File: config.mk
export PLATFORM = sky130hd
export DESIGN_NAME = mc8051_mc_sequencer
export DESIGN_NICKNAME = d
export VERILOG_FILES = /design/src/rtl/mc8051_mc_sequencer_pkg.sv /design/src/rtl/mc8051_phase_gen.sv /design/src/rtl/mc8051_mc_sequencer.sv
export SDC_FILE = /design/constraint.sdc
export NUM_CORES = 1
export LEC_CHECK = 0
export BUFFER_PORTS_ARGS = -buffer_cell sky130_fd_sc_hd__buf_2
export CAP_MARGIN = 15
export CORE_MARGIN = 1
export CORE_UTILIZATION = 29
export DETAILED_ROUTE_END_ITERATION = 6
export SLEW_MARGIN = 25
export SYNTH_ARGS = -nofsm -noshare
export SYNTH_HDL_FRONTEND = slang
export SYNTH_SLANG_ARGS = --single-unit
File: constraint.sdc
create_clock -name clk -period 5.8 [get_ports clk]
set_clock_uncertainty 0.1 [all_clocks]
set_input_delay 0.29 -clock clk [delete_from_list [all_inputs] [get_ports clk]]
set_output_delay 0.29 -clock clk [all_outputs]
set_load 0.01 [all_outputs]
File: src/rtl/mc8051_mc_sequencer_pkg.sv
// Shared constants and phase type for the 8051 microcode sequencer.
// Phases S1..S6 make up one machine cycle; S0 exists only right after reset.
package mc8051_mc_sequencer_pkg;

  localparam int MCODE_WIDTH = 64;
  localparam int ROM_AW      = 10;
  localparam int MAX_MCYC    = 4;

  localparam logic [7:0] IRQ_OPCODE = 8'hA5;
  localparam logic [7:0] NOP_OPCODE = 8'h00;

  typedef enum logic [3:0] {
    S0 = 4'd0,
    S1 = 4'd1,
    S2 = 4'd2,
    S3 = 4'd3,
    S4 = 4'd4,
    S5 = 4'd5,
    S6 = 4'd6
  } phase_e;

  // Unused encodings fall back to S1 so a corrupted phase recovers in one clock.
  function automatic phase_e next_phase(input phase_e p);
    phase_e n;
    case (p)
      S0:      n = S1;
      S1:      n = S2;
      S2:      n = S3;
      S3:      n = S4;
      S4:      n = S5;
      S5:      n = S6;
      S6:      n = S1;
      default: n = S1;
    endcase
    return n;
  endfunction

endpackage

File: src/rtl/mc8051_phase_gen.sv
// Machine-cycle phase generator: S0 after reset, then S1..S6 repeating.
// A stall holds the current phase, so the next phase equals the current one.
module mc8051_phase_gen
  import mc8051_mc_sequencer_pkg::*;
(
  input  logic       clk,
  input  logic       reset,
  input  logic       stall,
  output logic [3:0] t_p_d,
  output logic [3:0] t_p_q
);

  phase_e state;
  phase_e state_nxt;

  always_ff @(posedge clk) begin
    if (reset) state <= S0;
    else       state <= state_nxt;
  end

  always_comb begin
    state_nxt = state;
    if (!stall) state_nxt = next_phase(state);
  end

  assign t_p_d = state_nxt;
  assign t_p_q = state;

endmodule

File: src/rtl/mc8051_mc_sequencer.sv
// Microcode sequencer: forms the ROM address from {cycle index, opcode}, registers
// the ROM word, and handles multi-cycle instructions, stalls and interrupt injection.
module mc8051_mc_sequencer
  import mc8051_mc_sequencer_pkg::*;
(
  input  logic                   clk,
  input  logic                   reset,
  input  logic [7:0]             i_opcode,
  input  logic                   i_opcode_vld,
  input  logic                   i_stall,
  input  logic                   i_irq_req,
  input  logic                   i_irq_block,
  output logic [ROM_AW-1:0]      o_rom_addr,
  input  logic [MCODE_WIDTH-1:0] i_rom_data,
  output logic [MCODE_WIDTH-1:0] o_mc_b,
  output logic [3:0]             o_t_p_d,
  output logic [3:0]             o_t_p_q,
  output logic [1:0]             o_mcyc_idx,
  output logic                   o_opcode_ack,
  output logic                   o_irq_ack,
  output logic                   o_inst_done,
  output logic                   o_mc_err
);

  logic [7:0] op_latch;
  logic [7:0] sel_op;
  logic [1:0] idx_inc;
  logic       at_s0;
  logic       at_s1;
  logic       boundary;
  logic       more;
  logic       at_max;
  logic       cont;
  logic       last;
  logic       irq_take;
  logic       op_take;
  logic       forced;

  mc8051_phase_gen u_phase_gen (
    .clk   (clk),
    .reset (reset),
    .stall (i_stall),
    .t_p_d (o_t_p_d),
    .t_p_q (o_t_p_q)
  );

  assign at_s0    = (o_t_p_q == S0);
  assign at_s1    = (o_t_p_q == S1);
  assign boundary = ~i_stall & ((o_t_p_q == S6) | at_s0);
  assign more     = o_mc_b[MCODE_WIDTH-1];
  assign at_max   = (o_mcyc_idx == 2'(MAX_MCYC - 1));
  assign idx_inc  = o_mcyc_idx + 2'd1;

  // The S0 boundary always starts a fresh instruction and never counts as a finish.
  assign cont     = boundary & ~at_s0 & more & ~at_max;
  assign last     = boundary & ~cont;
  assign irq_take = last & ~at_s0 & i_irq_req & ~i_irq_block;
  assign op_take  = last & ~irq_take & i_opcode_vld;
  assign forced   = last & ~at_s0 & more & at_max;

  always_comb begin
    sel_op = NOP_OPCODE;
    if (irq_take)     sel_op = IRQ_OPCODE;
    else if (op_take) sel_op = i_opcode;
  end

  assign o_inst_done  = ~reset & last & ~at_s0;
  assign o_irq_ack    = ~reset & irq_take;
  assign o_opcode_ack = ~reset & op_take;

  always_ff @(posedge clk) begin
    if (reset) begin
      o_rom_addr <= '0;
      o_mc_b     <= '0;
      o_mcyc_idx <= 2'd0;
      op_latch   <= NOP_OPCODE;
      o_mc_err   <= 1'b0;
    end else begin
      if (cont) begin
        o_mcyc_idx <= idx_inc;
        o_rom_addr <= {idx_inc, op_latch};
      end else if (last) begin
        o_mcyc_idx <= 2'd0;
        op_latch   <= sel_op;
        o_rom_addr <= {2'b00, sel_op};
      end
      if (forced) o_mc_err <= 1'b1;
      // ROM address settles during S1, so the word is captured on the S1 exit edge.
      if (~i_stall & at_s1) o_mc_b <= i_rom_data;
    end
  end

endmodule
# Yosys cells after proc, flatten, opt, wreduce, memory -nomap -nowiden
# Index checks and enable logic that the tools add are counted.
[op_classes]
muxes = 8
n_reduce_logical = 3
n_bitwise = 25
n_eq_ne = 7
add_sub_neg = 1
[op_table]
columns = ["operator", "count"]
rows = [
  ["$mux 10", 2],
  ["$and 1x1->1", 17],
  ["$mux 8", 2],
  ["$pmux 3 s5", 1],
  ["$eq 4x3->1 const B", 3],
  ["$eq 4x2->1 const B", 2],
  ["$not 1->1", 7],
  ["$eq 4x1->1 const B", 1],
  ["$logic_not 4->1", 1],
  ["$mux 2", 2],
  ["$mux 4", 1],
  ["$add 2x1->2 const B", 1],
  ["$eq 2x2->1 const B", 1],
  ["$reduce_and 2->1", 1],
  ["$reduce_bool 2->1", 1],
  ["$or 1x1->1", 1],
]
[totals]
register_bits = 89

# Depth between registers and ports, before layout
[logic_depth]
word_depth = 18
ltp_mapped = 7
depth_no_buf = 5

# Modules after synthesis
# A second synthesis with hierarchy kept.
[unflattened]
hier_cells = 409
hier_area_um2 = 3263.1
[modules_own_cells]
columns = ["module", "area_per_inst_um2", "cells_each", "instances"]
rows = [
  ["mc8051_mc_sequencer", 3088.0, 388, 1],
  ["mc8051_phase_gen", 175.2, 21, 1],
]

# Worst setup path after synthesis
# Ideal clock, no wire load.
[synth_timing]
path_kind = "register to output"
from = "reg u_phase_gen.state[3], in the netlist u_phase_gen.t_p_q[3]"
to = "out o_inst_done"
path_slack_ns = 3.641
t_arrival_ns = 1.769
stages_incl_launch_ff = 7
path_cell_list = "dfxtp_1 -> clkbuf_1 -> or3_4 -> nor2_1 -> clkbuf_1 -> nand2_1 -> nor3b_1"
[synth_between]
elab_chain_len = 10
[synth_rtl]
columns = ["element", "line_no", "rtl"]
rows = [
  ["from (decl)", "mc8051_phase_gen.sv:13", "phase_e state;"],
  ["from (signal assigned)", "mc8051_phase_gen.sv:18", "else state <= state_nxt;"],
  ["$eq 4x3->1 or $logic_not 4->1 (tied branches)", "mc8051_mc_sequencer.sv:49, mc8051_mc_sequencer.sv:47", ""],
  ["$or 1x1->1", "mc8051_mc_sequencer.sv:49", "assign boundary = ~i_stall & ((o_t_p_q == S6) | at_s0);"],
  ["$and 1x1->1", "mc8051_mc_sequencer.sv:49", ""],
  ["$and 1x1->1 (3 in a row)", "mc8051_mc_sequencer.sv:55", "assign cont = boundary & ~at_s0 & more & ~at_max;"],
  ["$not 1->1 (no source line)", "--", ""],
  ["$and 1x1->1", "mc8051_mc_sequencer.sv:56", "assign last = boundary & ~cont;"],
  ["$and 1x1->1", "mc8051_mc_sequencer.sv:67", "assign o_inst_done = ~reset & last & ~at_s0;"],
  ["$and 1x1->1 *", "mc8051_mc_sequencer.sv:67", ""],
  ["to (decl)", "mc8051_mc_sequencer.sv:21", "output logic o_inst_done,"],
]
# Every way passes the cells marked *; elsewhere a longest branch is shown, timed or not.

# Final worst setup path
# Ends and elaborated chain as after synthesis.

==> flow_summary.json <==
{
  "area_delta_synth_final_pct": 34.8,
  "cts_setup_buffers": 0,
  "hold_violations": 0,
  "initialDrtViolationCount": 129,
  "grt_max_degree": 91,
  "fmax_ghz": 0.367,
  "grt_pass1_wl_mm": 13.2,
  "path_clk_slew_ns": 0.06,
  "whs_ns": 0.0926,
  "seq_power_share": 0.484,
  "place_inst": 684,
  "cts_hold_buf": 0,
  "critPathCapture": "o_inst_done",
  "dp_hpwl_mm": 5.76,
  "clockPowerShare": 0.401,
  "synthCells": 412,
  "combPwrFrac": 0.114,
  "finalPower_w": 0.00132,
  "coreArea_um2": 11000,
  "max_cap_violations": 0,
  "yosys.area.top_type": "dfxtp_1",
  "rows": 38,
  "reg2reg_to": "op_latch[4]",
  "synth_cell_types": 33,
  "cts-root-buf": "clkbuf_16",
  "cts_tree": "built",
  "reg2reg_slack_ns": 3.60,
  "via_per_inst": 4.56,
  "insertion_delay_ns": 0.33,
  "synth.top_cells.by_area": "dfxtp_1, nand2_1, a21oi_1, clkbuf_1, a211oi_1",
  "peakVddDrop_mv": 0.129,
  "hp-class": "input port to register",
  "yosys_warnings": 0,
  "crit_fanout": 12,
  "finalSetupTns_ns": 0,
  "cp_slowest_stage_delay_ns": 0.58,
  "ioPinCount": 166,
  "final_common_cell": "buf_2",
  "cts_buffers": 9,
  "hp-start": "i_rom_data[1]",
  "place.gp.congestion": 0.747,
  "track_usage": 0.144,
  "num-nets-final": 634,
  "crit_start": "u_phase_gen.t_p_q[3]",
  "multi_input_area_um2": 1410,
  "die-height_um": 109,
  "syn_area_per_cell_um2": 8.01,
  "grt.overflow.total": 0,
  "status": "complete, no violations",
  "port_buffers": 165,
  "end_kind": "primary output",
  "layout_common_cells": "buf_2, nand2_1, dfxtp_1",
  "wirelength_mm": 8.41,
  "antenna_found_initial": 0,
  "syn-num-nets": 491,
  "p_sw_frac": 0.244,
  "die_area_um2": 11800,
  "min_period_over_period": 0.470,
  "p_leak_nw": 1.98,
  "ant_nets": 0,
  "synth_top_area_frac": 0.528,
  "fill_cells": 1158,
  "drc": 0,
  "arrival_ns": 2.34,
  "htreeDepth": 3,
  "async_reset_ff_frac": 0,
  "die_w_um": 109,
  "worstPathRequired_ns": 5.41,
  "path_cells": "or3_4, nor2_1, nand2_1, nor3b_1, buf_2",
  "tightestPinTransition_ns": 0.906,
  "powerDensity_nw_per_um2": 297,
  "register_area_um2": 1740,
  "synth_edf_count": 0,
  "criticalPathCategory": "register to primary output",
  "rsz0062_at_grt": "false",
  "firstDrtPassIters": 4,
  "slew_headroom": 0.396,
  "start_kind": "register",
  "syn_area_um2": 3300,
  "final_cells": 700,
  "reg2reg_from": "u_phase_gen.t_p_q[1]",
  "diodes": 0,
  "ys_seq_area_frac": 0.528,
  "period_needed_ns": 2.73,
  "cts_max_path_buffers": 2,
  "start_util": 0.300,
  "wl_per_cell_um": 12.0,
  "grt_pass1_vias": 2905,
  "switchingPower_w": 0.000322,
  "final_max_slew_viol_count": 0,
  "cpMaxStageDelayCell": "nor2_1",
  "rr_worst_depth": 4,
  "cts.repair.resized": 0,
  "synth_ff_type": "dfxtp_1",
  "drive_gt1_frac": 0.336,
  "ys_seq_elements": 87,
  "p_int_w": 0.000997,
  "setup_viol": 0,
  "cts_num_sinks": 87,
  "dr_total_vias": 3192
}
[cells by family (layout without fill, tap and decap cells)]
group,count (synthesis),count (layout),share of synthesized area
buffers and inverters,37,185,0.0501
AOI/OAI and AO/OA,103,103,0.174
DFF,87,87,0.528
xor gates and xnor gates,1,1,0.00266
adders and majority gates,1,1,0.00379
and+or+nand+nor,183,183,0.242
[cell usage after synthesis (5+ instances only)]
| cell type | count |
|---|---|
| o21ai_0 | 7 |
| a211oi_1 | 9 |
| o31ai_1 | 5 |
| nor2_1 | 11 |
| nand2_1 | 137 |
| nor2b_1 | 6 |
| dfxtp_1 | 87 |
| clkbuf_1 | 28 |
| a21oi_1 | 76 |
| nand3_1 | 6 |
[critical path, delay by kind of cell, from the launching register on]
family / cells / cell delay, ns
simple gates: 4 / 1.42
flops: 1 / 0.41
buf+inv: 1 / 0.18
[sequential cells by signal, summed over array words and instances, names as in the netlist]
register	count
o_mc_err	1
o_mc_b	64
op_latch	8
o_rom_addr	10
u_phase_gen.t_p_q	4
[layout make-up]
cell class              count  area share
clock buffers              12      0.0577
flip-flops and latches     87       0.392
repair buffers            167       0.189
well taps                 140      0.0394
multi-input cells         288       0.316
inverters                   2     0.00169
clock inverters             4     0.00450
[per-stage QoR]
step,cell area [um^2],setup WS (ns),utilization
finish,4450,3.07,0.405
global route,4450,2.94,0.405
CTS,4450,3.03,0.405
detailed placement,4170,3.41,0.380
global placement,4170,3.39,0.379
floorplan,3300,3.64,-
[metal layers]
layer  part of all wire  vias up  GRT usage
li1                   -     1657          -
met1               0.44     1423      0.166
met2               0.47      102      0.240
met3              0.070       10     0.0436
met4              0.017        0     0.0714
met5                  0        -          0
[worst min path at each step]
stage	to	slack, ns	cells after the start
floorplan	o_mc_b[0]	0.33	2
global placement	o_mc_b[19]	0.34	2
detailed placement	o_mc_b[40]	0.34	2
CTS	o_mc_b[30]	0.07	3
global route	o_mc_b[14]	0.09	3
finish	o_mc_b[1]	0.09	3
[power groups by stage]
stage / combinational (W) / clock (W) / sequential (W)
floorplan: 0.0000795 / 0 / 0.000661
global placement: 0.000151 / 0 / 0.000651
detailed placement: 0.000153 / 0 / 0.000652
CTS: 0.000153 / 0.000556 / 0.000639
global route: 0.000169 / 0.000581 / 0.000642
finish: 0.000151 / 0.000530 / 0.000639
No activity file was read; power rests on OpenSTA's default activity.
